--- src/rtl/alu_pkg.sv ---
// Purpose : shared encodings for the ALU execute stage (ALUOPR funct3 codes, FSM states).
// Latency : n/a (constants only).
// Backpressure : n/a.
package alu_pkg;

    // ALUOPR encodings (RV32I funct3)
    localparam logic [2:0] ALU_ADD  = 3'b000;  // ADD, or SUB when SUBORSRA=1
    localparam logic [2:0] ALU_SLL  = 3'b001;
    localparam logic [2:0] ALU_SLT  = 3'b010;
    localparam logic [2:0] ALU_SLTU = 3'b011;
    localparam logic [2:0] ALU_XOR  = 3'b100;
    localparam logic [2:0] ALU_SRL  = 3'b101;  // SRL, or SRA when SUBORSRA=1
    localparam logic [2:0] ALU_OR   = 3'b110;
    localparam logic [2:0] ALU_AND  = 3'b111;

    // Execute-stage FSM states
    localparam logic [0:0] S_IDLE  = 1'b0;
    localparam logic [0:0] S_SHIFT = 1'b1;

endpackage

--- src/rtl/alu_serial_shifter.sv ---
// Purpose : iterative 1-bit/cycle shifter; owns the shift register and remaining-count.
// Latency : shamt cycles after start; done/result are combinational during the last step.
// Backpressure : none; the caller must only pulse start when it can take the result.
// Ports: clk, rst (async active-high), start, dir (0=left,1=right), arith (sign-fill on right),
//        data, shamt -> busy (shift in progress), done (final step this cycle), result (value after this step).
module alu_serial_shifter #(
    parameter int XLEN = 32,
    parameter int SHW  = 5
) (
    input  logic            clk,
    input  logic            rst,
    input  logic            start,
    input  logic            dir,
    input  logic            arith,
    input  logic [XLEN-1:0] data,
    input  logic [SHW-1:0]  shamt,
    output logic            busy,
    output logic            done,
    output logic [XLEN-1:0] result
);

    logic [XLEN-1:0] sh_reg;
    logic [SHW-1:0]  cnt;
    logic            dir_r;
    logic            arith_r;
    logic [XLEN-1:0] step;

    // One-bit shift of the held value; right shifts fill with the sign bit only for SRA.
    always_comb begin
        step = sh_reg;
        if (dir_r) begin
            step = {arith_r & sh_reg[XLEN-1], sh_reg[XLEN-1:1]};
        end else begin
            step = {sh_reg[XLEN-2:0], 1'b0};
        end
    end

    // The last step's output is handed over directly so the caller can
    // register it on the same edge the count reaches zero.
    assign done   = busy && (cnt == SHW'(1));
    assign result = step;

    always_ff @(posedge clk or posedge rst) begin
        if (rst) begin
            sh_reg  <= '0;
            cnt     <= '0;
            dir_r   <= 1'b0;
            arith_r <= 1'b0;
            busy    <= 1'b0;
        end else if (start) begin
            sh_reg  <= data;
            cnt     <= shamt;
            dir_r   <= dir;
            arith_r <= arith;
            busy    <= (shamt != '0);
        end else if (busy) begin
            sh_reg <= step;
            cnt    <= cnt - SHW'(1);
            if (cnt == SHW'(1)) begin
                busy <= 1'b0;
            end
        end
    end

endmodule

--- src/rtl/alu_exec_stage.sv ---
// Purpose : RV32I execute stage; registers result + ZERO flag, valid/ready on both sides.
// Latency : 1 cycle for non-shifts and zero-amount shifts; shamt+1 for iterative shifts
//           (1 for everything when ALU_BARREL_SHIFT_EN is defined).
// Backpressure : IN_READY drops while a shift iterates or an undrained result blocks the output.
// Ports: CLK, RESET (async active-high), IN_VALID/IN_READY, ALUOPR, SUBORSRA, OPA, OPB,
//        OUT_VALID/OUT_READY, RESULT, ZERO.
// Build option: ALU_BARREL_SHIFT_EN selects a combinational barrel shifter instead of alu_serial_shifter.
module alu_exec_stage
    import alu_pkg::*;
#(
    parameter int XLEN = 32,
    parameter int SHW  = 5
) (
    input  logic            CLK,
    input  logic            RESET,
    input  logic            IN_VALID,
    output logic            IN_READY,
    input  logic [2:0]      ALUOPR,
    input  logic            SUBORSRA,
    input  logic [XLEN-1:0] OPA,
    input  logic [XLEN-1:0] OPB,
    output logic            OUT_VALID,
    input  logic            OUT_READY,
    output logic [XLEN-1:0] RESULT,
    output logic            ZERO
);

    logic [SHW-1:0]  shamt;
    logic [XLEN-1:0] alu_res;
    logic            accept;
    logic            out_free;

    assign shamt    = OPB[SHW-1:0];
    assign out_free = !OUT_VALID || OUT_READY;
    assign accept   = IN_VALID && IN_READY;
    assign ZERO     = (RESULT == '0);

    // Single-cycle result. In the iterative build the shift cases only matter
    // for shamt==0, where the result is OPA unchanged.
    always_comb begin
        alu_res = '0;
        case (ALUOPR)
            ALU_ADD:  alu_res = SUBORSRA ? (OPA - OPB) : (OPA + OPB);
            ALU_SLT:  alu_res = {{(XLEN-1){1'b0}}, ($signed(OPA) < $signed(OPB))};
            ALU_SLTU: alu_res = {{(XLEN-1){1'b0}}, (OPA < OPB)};
            ALU_XOR:  alu_res = OPA ^ OPB;
            ALU_OR:   alu_res = OPA | OPB;
            ALU_AND:  alu_res = OPA & OPB;
`ifdef ALU_BARREL_SHIFT_EN
            ALU_SLL:  alu_res = OPA << shamt;
            ALU_SRL:  alu_res = SUBORSRA ? XLEN'($signed(OPA) >>> shamt) : (OPA >> shamt);
`else
            ALU_SLL:  alu_res = OPA;
            ALU_SRL:  alu_res = OPA;
`endif
            default:  alu_res = '0;
        endcase
    end

`ifdef ALU_BARREL_SHIFT_EN

    // Every op completes in one cycle, so readiness is purely output occupancy.
    assign IN_READY = !RESET && out_free;

    always_ff @(posedge CLK or posedge RESET) begin
        if (RESET) begin
            OUT_VALID <= 1'b0;
            RESULT    <= '0;
        end else if (accept) begin
            RESULT    <= alu_res;
            OUT_VALID <= 1'b1;
        end else if (OUT_VALID && OUT_READY) begin
            OUT_VALID <= 1'b0;
        end
    end

`else

    logic [0:0]      state;
    logic            is_shift;
    logic            sh_start;
    logic            sh_busy;
    logic            sh_done;
    logic [XLEN-1:0] sh_result;

    assign is_shift = (ALUOPR == ALU_SLL) || (ALUOPR == ALU_SRL);
    assign sh_start = accept && is_shift && (shamt != '0);
    assign IN_READY = !RESET && (state == S_IDLE) && out_free;

    alu_serial_shifter #(
        .XLEN (XLEN),
        .SHW  (SHW)
    ) u_shifter (
        .clk    (CLK),
        .rst    (RESET),
        .start  (sh_start),
        .dir    (ALUOPR == ALU_SRL),
        .arith  (SUBORSRA && (ALUOPR == ALU_SRL)),
        .data   (OPA),
        .shamt  (shamt),
        .busy   (sh_busy),
        .done   (sh_done),
        .result (sh_result)
    );

    // A shift only starts when the output is free (empty or draining this
    // edge), and nothing else loads the output while it runs, so the shift
    // result never overwrites an undrained value.
    always_ff @(posedge CLK or posedge RESET) begin
        if (RESET) begin
            state     <= S_IDLE;
            OUT_VALID <= 1'b0;
            RESULT    <= '0;
        end else begin
            if (accept && !sh_start) begin
                RESULT    <= alu_res;
                OUT_VALID <= 1'b1;
            end else if ((state == S_SHIFT) && sh_done) begin
                RESULT    <= sh_result;
                OUT_VALID <= 1'b1;
            end else if (OUT_VALID && OUT_READY) begin
                OUT_VALID <= 1'b0;
            end

            case (state)
                S_IDLE: begin
                    if (sh_start) begin
                        state <= S_SHIFT;
                    end
                end
                S_SHIFT: begin
                    // Leaving on !sh_busy keeps the FSM from sticking if the
                    // shifter ever idles without signalling done.
                    if (sh_done || !sh_busy) begin
                        state <= S_IDLE;
                    end
                end
                default: state <= S_IDLE;
            endcase
        end
    end

`endif

endmodule

--- config.mk ---
export PLATFORM = sky130hd
export DESIGN_NAME = alu_exec_stage
export DESIGN_NICKNAME = d
export VERILOG_FILES = /design/src/rtl/alu_pkg.sv /design/src/rtl/alu_serial_shifter.sv /design/src/rtl/alu_exec_stage.sv
export SDC_FILE = /design/constraint.sdc
export NUM_CORES = 1
export LEC_CHECK = 0
export ABC_AREA = 1
export CORE_MARGIN = 3
export CORE_UTILIZATION = 59
export DETAILED_ROUTE_END_ITERATION = 8
export PLACE_DENSITY = 0.85
export SLEW_MARGIN = 25
export SYNTH_ARGS = -nofsm -noshare
export SYNTH_HDL_FRONTEND = slang
export SYNTH_HIERARCHICAL = 1
export SYNTH_SLANG_ARGS = --single-unit
--- constraint.sdc ---
create_clock -name CLK -period 1.9 [get_ports CLK]
set_clock_uncertainty 0.15 [all_clocks]
set_input_delay 0.475 -clock CLK [delete_from_list [all_inputs] [get_ports CLK]]
set_output_delay 0.475 -clock CLK [all_outputs]
set_load 0.1 [all_outputs]
==> out/qor.txt, run 1 <==
status - stopped before the end
stage reached - clock tree synthesis
Log Error - [ERROR DPL-0038] Utilization greater than 100%, impossible to legalize
Die Width - 137.9 um
syn avg cell area - 5.664 um^2
RePlAce Congestion - 1.113
Gate Count Post-Synth - 1811
post-DP HPWL - 35310 um
async set-reset flop share out of synthesis - 100.0%
cts repair resizes - 1235
CTS buffer count - 9
post-synthesis cell area - 0.01026 mm^2
row count - 47
Post-synth EDFFs - 0
Placed Area - 0.01424 mm^2
Synth Net Count - 1983
Die H - 137.9 um
synthesized flop and latch total - 74
Synth cell types - 46
count leader, synth - nand2_1
clock root buffer - clkbuf_16
setup repair bufs after CTS - 82
CTS max path bufs - 2
dominant synthesized flop cell - dfrtp_1
post-place setup slack - -1364 ps
PortBufs - 106
Synth area leaders - nand2_1 25%, dfrtp_1 18%, ha_1 12%, inv_1 10%, nor2_1 6.3%
CTS sink cnt - 74
yosys warns - 6
largest area contributor in the netlist - nand2_1
H-tree depth - 3
Ports - 107
Post-CTS Hold Buffers - 0
Seq/Total Area, Yosys - 18.05%
Initial Util - 60.99%
most common library cells after synthesis - 693 x nand2_1, 280 x inv_1, 173 x nor2_1, 116 x nand3_1, 98 x ha_1
Yosys top cell area share - 25.36%
cells by family after synthesis:
group	synth area share, %
flops	18.05
xor+xnor	0.3416
compound gates	12.67
buf+inv	14.20
fa+ha+maj	12.34
mux	0.09759
simple gates	42.29
per-stage QoR:
step / utilization [%] / std cells
2_1_floorplan: - / 1811
3_3_place_gp: 84.70 / 2385
3_5_place_dp: 84.70 / 2385
==> run 2, diff against run 1 <==
--- a/config.mk
+++ b/config.mk
@@ -7,9 +7,9 @@
 export LEC_CHECK = 0
 export ABC_AREA = 1
 export CORE_MARGIN = 3
-export CORE_UTILIZATION = 59
+export CORE_UTILIZATION = 40
 export DETAILED_ROUTE_END_ITERATION = 8
-export PLACE_DENSITY = 0.85
+export PLACE_DENSITY_LB_ADDON = 0.15
 export SLEW_MARGIN = 25
 export SYNTH_ARGS = -nofsm -noshare
 export SYNTH_HDL_FRONTEND = slang
==> run 2 against run 1 <==
Effect of this change: the flow now finishes, with violations (setup timing); synthesized area unchanged; synthesized cell count unchanged.
==> out/qor.txt, run 2 <==
status - finished with violations
failing checks - setup timing
number of fill cells - 1316
CTS sink cnt - 74 (unchanged)
Yosys top cell area share - 25.36% (unchanged)
CP most frequent cell - nand2_2
PwrDens - 871.3 mW/mm^2
CP max stage cell - fa_2
Area growth, synth to finish - 101.8%
post-DP HPWL - 35610 um (+0.85%)
unrepaired setup endpoints after global routing - true
Rel. slew slack - 53.61%
post-synthesis cell area - 0.01026 mm^2 (unchanged)
worst vdd ir - 1.571 mV
crit share post-route - 128.0%
Tightest Pin Transition - 695.9 ps
Die H - 166.1 um (+21%)
CP endpoint - RESULT[6]$_DFFE_PP0P_
syn avg cell area - 5.664 um^2 (unchanged)
CP endpoint kind - flop
via/cell ratio - 5.860
first-pass GRT wire length - 80620 um
R2R setup slack - -360 ps
drt drc - 0
crit path launch type - input pin
wire per inst - 21.74 um
CTS max path bufs - 2 (unchanged)
Fin. Hold Viols - 0
fin. max-slew vios - 0
WHS - 334.2 ps
worst r2r src - OUT_VALID$_DFFE_PP0P_
TritonRoute pass-1 iters - 6
count leader, synth - nand2_1
initial antenna violation count - 0
remaining global-route overflow - 0
critical path, cell by cell - buf_8 -> buf_6 -> ha_4 -> inv_4 -> fa_2 -> inv_2 -> nand4_1 -> nand2_2 -> buf_6 -> o21ai_4 -> nand2_2 -> nand2_2 -> o211ai_1 -> buf_4 -> inv_2 -> o21ai_2
antenna-violating nets left - 0
Post-CTS Hold Buffers - 0 (unchanged)
synthesized flop and latch total - 74 (unchanged)
Cells after DPL - 2542 (+6.6%)
Die Width - 166.1 um (+21%)
Ports - 107 (unchanged)
yosys warns - 6 (unchanged)
fmax - 411.1 MHz
Clk Latency, worst-skew pair - 340 ps
commonest non-fill, non-tap cells in the layout - 400 x nand2_1, 366 x buf_4, 185 x nand2_2
Nets - 2537
Synth cell types - 46 (unchanged)
Post-synth EDFFs - 0 (unchanged)
Clock Pin Slew Worst Setup and Hold Paths - 60 ps
dominant synthesized flop cell - dfrtp_1
Final Instance Count excl. Fillers - 2693
Worst Slack Setup Final - -532.7 ps
share of cells above drive strength 1 - 61.12%
Max-Cap Viols - 0
most common cell after layout, fill and taps aside - nand2_1
R2R depth - 11
Core ar. - 0.02475 mm^2
largest net degree at the start of global routing - 41
clock root buffer - clkbuf_16
RR Endpoint - RESULT[28]$_DFFE_PP0P_
Synth Net Count - 1983 (unchanged)
drt total wl - 58540 um
Inserted Diodes - 0
Setup violations, final - 73
Gate Count Post-Synth - 1811 (unchanged)
die area - 0.02760 mm^2
Tot GR Track Use - 36.16%
async set-reset flop share out of synthesis - 100.0% (unchanged)
Seq/Total Area, Yosys - 18.05% (unchanged)
final period demand of the worst path - 2433 ps
Worst Path Max Fanout - 4
PortBufs - 106 (unchanged)
max incr delay on CP - 390 ps
Initial Util - 41.45% (-20 points)
leakage dissipation - 10.40 nW
Synth area leaders - nand2_1 25%, dfrtp_1 18%, ha_1 12%, inv_1 10%, nor2_1 6.3%
CTS buffer count - 9 (unchanged)
RePlAce Congestion - 0.9955 (-11%)
Hold Crit Class - in -> reg
H-tree depth - 3 (unchanged)
row count - 57 (+21%)
Hold Path Depth - 4
Worst Setup SP - OPA[0]
CTS tree - done
CP Class - in -> reg
DRT iter0 DRCs - 2036
worst endpoint required time - 2010 ps
most common library cells after synthesis - 693 x nand2_1, 280 x inv_1, 173 x nor2_1, 116 x nand3_1, 98 x ha_1
CP arrival - 2540 ps
largest area contributor in the netlist - nand2_1
vias in the first global route - 14940
routed vias - 15780
## run 2: layout make-up
class	count	area [um^2]	share of cell area, %
clock buffers	11	252.7	1.221
repair inverters	1	3.754	0.01813
inverters	288	1239	5.983
flip-flops and latches	74	1911	9.229
multi-input cells	1382	10680	51.61
repair buffers	609	6132	29.62
clock inverters	4	75.07	0.3626
well taps	324	405.4	1.958
## run 2: cells by family after synthesis
kind of cell / count (synthesis) / synth area share [%]
xor+xnor: 4 / 0.3416
fa+ha+maj: 100 / 12.34
simple gates: 1055 / 42.29
flops: 74 / 18.05
buf+inv: 355 / 14.20
compound gates: 222 / 12.67
mux: 1 / 0.09759
## run 2: worst min-delay path by stage
stage	slack [ps]	endpoint	startpoint
5_1_grt	330	u_shifter/sh_reg[2]$_DFFE_PP0P_	OPA[2]
2_1_floorplan	310	u_shifter/sh_reg[31]$_DFFE_PP0P_	u_shifter/sh_reg[31]$_DFFE_PP0P_
3_3_place_gp	330	u_shifter/sh_reg[2]$_DFFE_PP0P_	u_shifter/sh_reg[2]$_DFFE_PP0P_
4_1_cts	310	u_shifter/sh_reg[2]$_DFFE_PP0P_	OPA[2]
6_report	330	u_shifter/sh_reg[2]$_DFFE_PP0P_	OPA[2]
3_5_place_dp	330	u_shifter/sh_reg[27]$_DFFE_PP0P_	u_shifter/sh_reg[27]$_DFFE_PP0P_
## run 2: critical path, delay by kind of cell
| kind | cells | cell delay, ps |
|---|---|---|
| buffers and inverters | 7 | 680 |
| adders and majority gates | 2 | 540 |
| AOI/OAI and AO/OA | 3 | 420 |
| and+or+nand+nor | 4 | 410 |
## run 2: per-stage QoR
step                worst slack, ps  utilization [%]  total power, mW  TNS [ps]  area [um^2]
floorplan                    -790.9                -            8.037    -55430        10510
global placement              -1498            60.05            12.01    -63300        14860
detailed placement            -1537            60.05            12.12    -64730        14860
CTS                          -469.1            77.13            16.55     -9930        19090
global route                 -569.9            83.65            18.61    -20870        20700
finish                       -532.7            83.65            18.04    -16970        20700
## run 2: metal layers
metal,track usage [%],part of all wire [%],vias to the layer above
li1,-,-,6815
met1,47.42,37,7426
met2,59.39,45,1168
met3,6.927,11,371
met4,13.27,6.3,0
met5,0,0,-
## run 2: timing repair
action / 4_1_cts / 5_1_grt
pin swaps: 282 / 259
gates cloned: 11 / 1
gates resized for setup: 1188 / 399
setup endpoints to repair: 75 / 75
setup buffers: 96 / 44
## run 2: power breakdown
group	switching [mW]	total, mW	internal (mW)
Combinational	7.78	13.2	5.45
Clock	0.673	1.89	1.21
Sequential	0.637	2.92	2.28
Total	9.09	18.0	8.95
(Power assumes the default switching activity.)
==> run 3, diff against run 2 <==
--- a/config.mk
+++ b/config.mk
@@ -9,6 +9,7 @@
 export CORE_MARGIN = 3
 export CORE_UTILIZATION = 40
 export DETAILED_ROUTE_END_ITERATION = 8
+export GPL_TIMING_DRIVEN = 1
 export PLACE_DENSITY_LB_ADDON = 0.15
 export SLEW_MARGIN = 25
 export SYNTH_ARGS = -nofsm -noshare
==> constraint.sdc (replaced) <==
create_clock -name CLK -period 2.3 [get_ports CLK]
set_clock_uncertainty 0.15 [all_clocks]
set_input_delay 0.575 -clock CLK [delete_from_list [all_inputs] [get_ports CLK]]
set_output_delay 0.575 -clock CLK [all_outputs]
set_load 0.1 [all_outputs]
==> run 3 against run 2 <==
Effect of this change: the run still ends with setup timing left; worst setup slack better by 370 ps; sequential share of layout area increased by 1.5 points; critical path depth rose by 3; clock power is 28% lower; design area shrank 14%; flip-flop and latch count stayed put; utilization down 12 points; final cell count shrank 3.0%; routed wire length is 16% lower; power fell by 35%.
==> out/qor.txt, run 3 (synthesis gave the netlist of run 2 again) <==
Fin. Hold Viols - 0 (unchanged)
clock share of power - 11.6% (+1.1 points)
commonest non-fill, non-tap cells in the layout - 502 x nand2_1, 389 x buf_4, 166 x inv_1
overall power - 11.66 mW (-35%)
post-place setup slack - -1423 ps (+113.4 ps)
Worst Path Max Fanout - 2 (-2)
drt drc - 0 (unchanged)
crit share post-route - 107.3%
Clock Pin Slew Worst Setup and Hold Paths - 70 ps (about the same)
setup TNS - -1720 ps (+15250 ps)
RR Endpoint - RESULT[20]$_DFFE_PP0P_
Ports - 107 (unchanged)
number of fill cells - 2044 (+55%)
Reg power frac - 20.2% (+4.0 points)
routed vias - 13980 (-11%)
WHS - 177.6 ps (-156.6 ps)
H-tree depth - 3 (unchanged)
fmax - 405.3 MHz
Setup violations, final - 21 (-71%)
CTS max path bufs - 2 (unchanged)
most common cell after layout, fill and taps aside - nand2_1
Tightest Pin Transition - 473.1 ps (-222.8 ps)
fin. max-slew vios - 0 (unchanged)
Die H - 166.1 um (unchanged)
Worst Slack Setup Final - -167.6 ps (+365.1 ps)
status - finished with violations
DRT iter0 DRCs - 1491 (-27%)
worst vdd ir - 0.8558 mV (-46%)
Core ar. - 0.02475 mm^2 (unchanged)
worst endpoint required time - 2370 ps (+360 ps)
TritonRoute pass-1 iters - 6 (unchanged)
R2R setup slack - 200 ps (+560 ps)
CP arrival - 2540 ps (about the same)
crit path launch type - input pin
Area growth, synth to finish - 73.51%
share of cells above drive strength 1 - 51.35% (-9.8 points)
CP top delay family - simple AND/OR/NAND/NOR gates
Hold Crit Class - in -> async
CP most frequent cell - nand2_2
Buf/Inv on CP - 4 (-3)
CTS sink cnt - 74 (unchanged)
Initial Util - 41.45% (unchanged)
CP max stage cell - fa_2
R2R depth - 11 (unchanged)
post-DP HPWL - 37100 um (+4.2%)
failing checks - setup timing
PortBufs - 106 (unchanged)
drt total wl - 49150 um (-16%)
unrepaired setup endpoints after global routing - true
Max-Cap Viols - 0 (unchanged)
remaining global-route overflow - 0 (unchanged)
CTS buffer count - 9 (unchanged)
Clk Latency, worst-skew pair - 330 ps (about the same)
CP Class - in -> reg
Tot GR Track Use - 32.82% (-3.3 points)
Psw - 6.196 mW (-32%)
Net Sw Frac - 53.13% (+2.7 points)
via/cell ratio - 5.351 (-8.7%)
Rel. slew slack - 68.22% (+15 points)
leakage dissipation - 8.892 nW (-14%)
vias in the first global route - 13380 (-10%)
die area - 0.02760 mm^2 (unchanged)
clock root buffer - clkbuf_16
max incr delay on CP - 350 ps (-40 ps)
Die Width - 166.1 um (unchanged)
antenna-violating nets left - 0 (unchanged)
row count - 57 (unchanged)
CTS tree - done
Nets - 2455 (-3.2%)
Worst Setup SP - OPB[0]
CP endpoint kind - flop
combinational power share - 68.2% (-5.1 points)
internal power - 5.466 mW (-39%)
first-pass GRT wire length - 72350 um (-10%)
Inserted Diodes - 0 (unchanged)
RePlAce Congestion - 1.048 (+5.3%)
wire per inst - 18.82 um (-13%)
Post-CTS Hold Buffers - 0 (unchanged)
PwrDens - 655.3 mW/mm^2 (-25%)
worst r2r src - OUT_VALID$_DFFE_PP0P_
final period demand of the worst path - 2468 ps
initial antenna violation count - 0 (unchanged)
largest net degree at the start of global routing - 39 (-4.9%)
critical path, cell by cell - buf_8 -> buf_6 -> ha_4 -> fa_2 -> inv_2 -> nand3_2 -> nand3b_1 -> buf_4 -> nand2_2 -> nand2_2 -> nand2_2 -> nand2_2 -> nand2_2 -> nand2_1 -> nand2_1 -> nand3_2 -> nand2_4 -> nand2_2 -> nand2_1
run 3: changes by cell type in the layout (fill, tap and decap cells not counted), sizes merged:
cell,change
buf,-87
bufinv,-2
clkbuf,+4
clkdlybuf4s15,-2
clkinv,-1
clkinvlp,+1
dlygate4sd2,-1
dlymetal6s2s,+4
inv,+3
run 3: power groups by stage:
stage / sequential, mW / combinational, mW / clock, mW
CTS: 2.34 / 7.29 / 1.38
finish: 2.36 / 7.95 / 1.36
global route: 2.42 / 8.42 / 1.45
detailed placement: 2.33 / 6.75 / 0
global placement: 2.32 / 6.69 / 0
floorplan: 4.10 / 2.53 / 0
run 3: layer usage:
metal	wire length, um	part of all wire (%)	GRT usage [%]
met5	0	0	0
met4	1251	2.5	8.644
met3	4514	9.2	7.546
met2	21700	44	50.62
met1	21690	44	46.36
run 3: worst register-to-register path: stages (launching register included):
cell and delay, ps:
dfrtp_4 480, inv_2 70, nor2_2 50, nor3_4 140, buf_6 130, nand3_4 180, buf_6 200, clkbuf_16 160
nor3_1 220, nand2_2 100, nand2_1 70, nand2_1 40
run 3: how the worst max path moves through the flow:
| stage | cells after the start | slack [ps] | to |
|---|---|---|---|
| floorplan | 9 | -390 | RESULT[29]$_DFFE_PP0P_ |
| global placement | 15 | -1370 | RESULT[8]$_DFFE_PP0P_ |
| detailed placement | 16 | -1420 | RESULT[8]$_DFFE_PP0P_ |
| CTS | 19 | -160 | RESULT[26]$_DFFE_PP0P_ |
| global route | 18 | -300 | RESULT[16]$_DFFE_PP0P_ |
| finish | 19 | -170 | RESULT[26]$_DFFE_PP0P_ |
run 3: area by class of cell:
cell class | count | area, um^2 | area share (%)
Multi-Input combinational cell | 1382 | 9555 | 53.69
Timing Repair Buffer | 528 | 4507 | 25.32
Sequential cell | 74 | 1906 | 10.71
Tap cell | 324 | 405.4 | 2.278
Inverter | 288 | 1136 | 6.384
Clock buffer | 10 | 239.0 | 1.343
Clock inverter | 6 | 48.80 | 0.2742
run 3: per-stage QoR:
step / std cells / instance area (um^2) / util (%)
2_1_floorplan: 1811 / 10500 / -
3_3_place_gp: 2534 / 14360 / 58.02
3_5_place_dp: 2534 / 14360 / 58.02
4_1_cts: 2581 / 16350 / 66.08
5_1_grt: 2612 / 17800 / 71.91
6_report: 2612 / 17800 / 71.91
run 3: repair_timing:
item,4_1_cts,5_1_grt
pin swaps,163,208
endpoints found under the setup margin,72,39
setup buffers,34,32
cloned,0,1
resized for setup,686,411
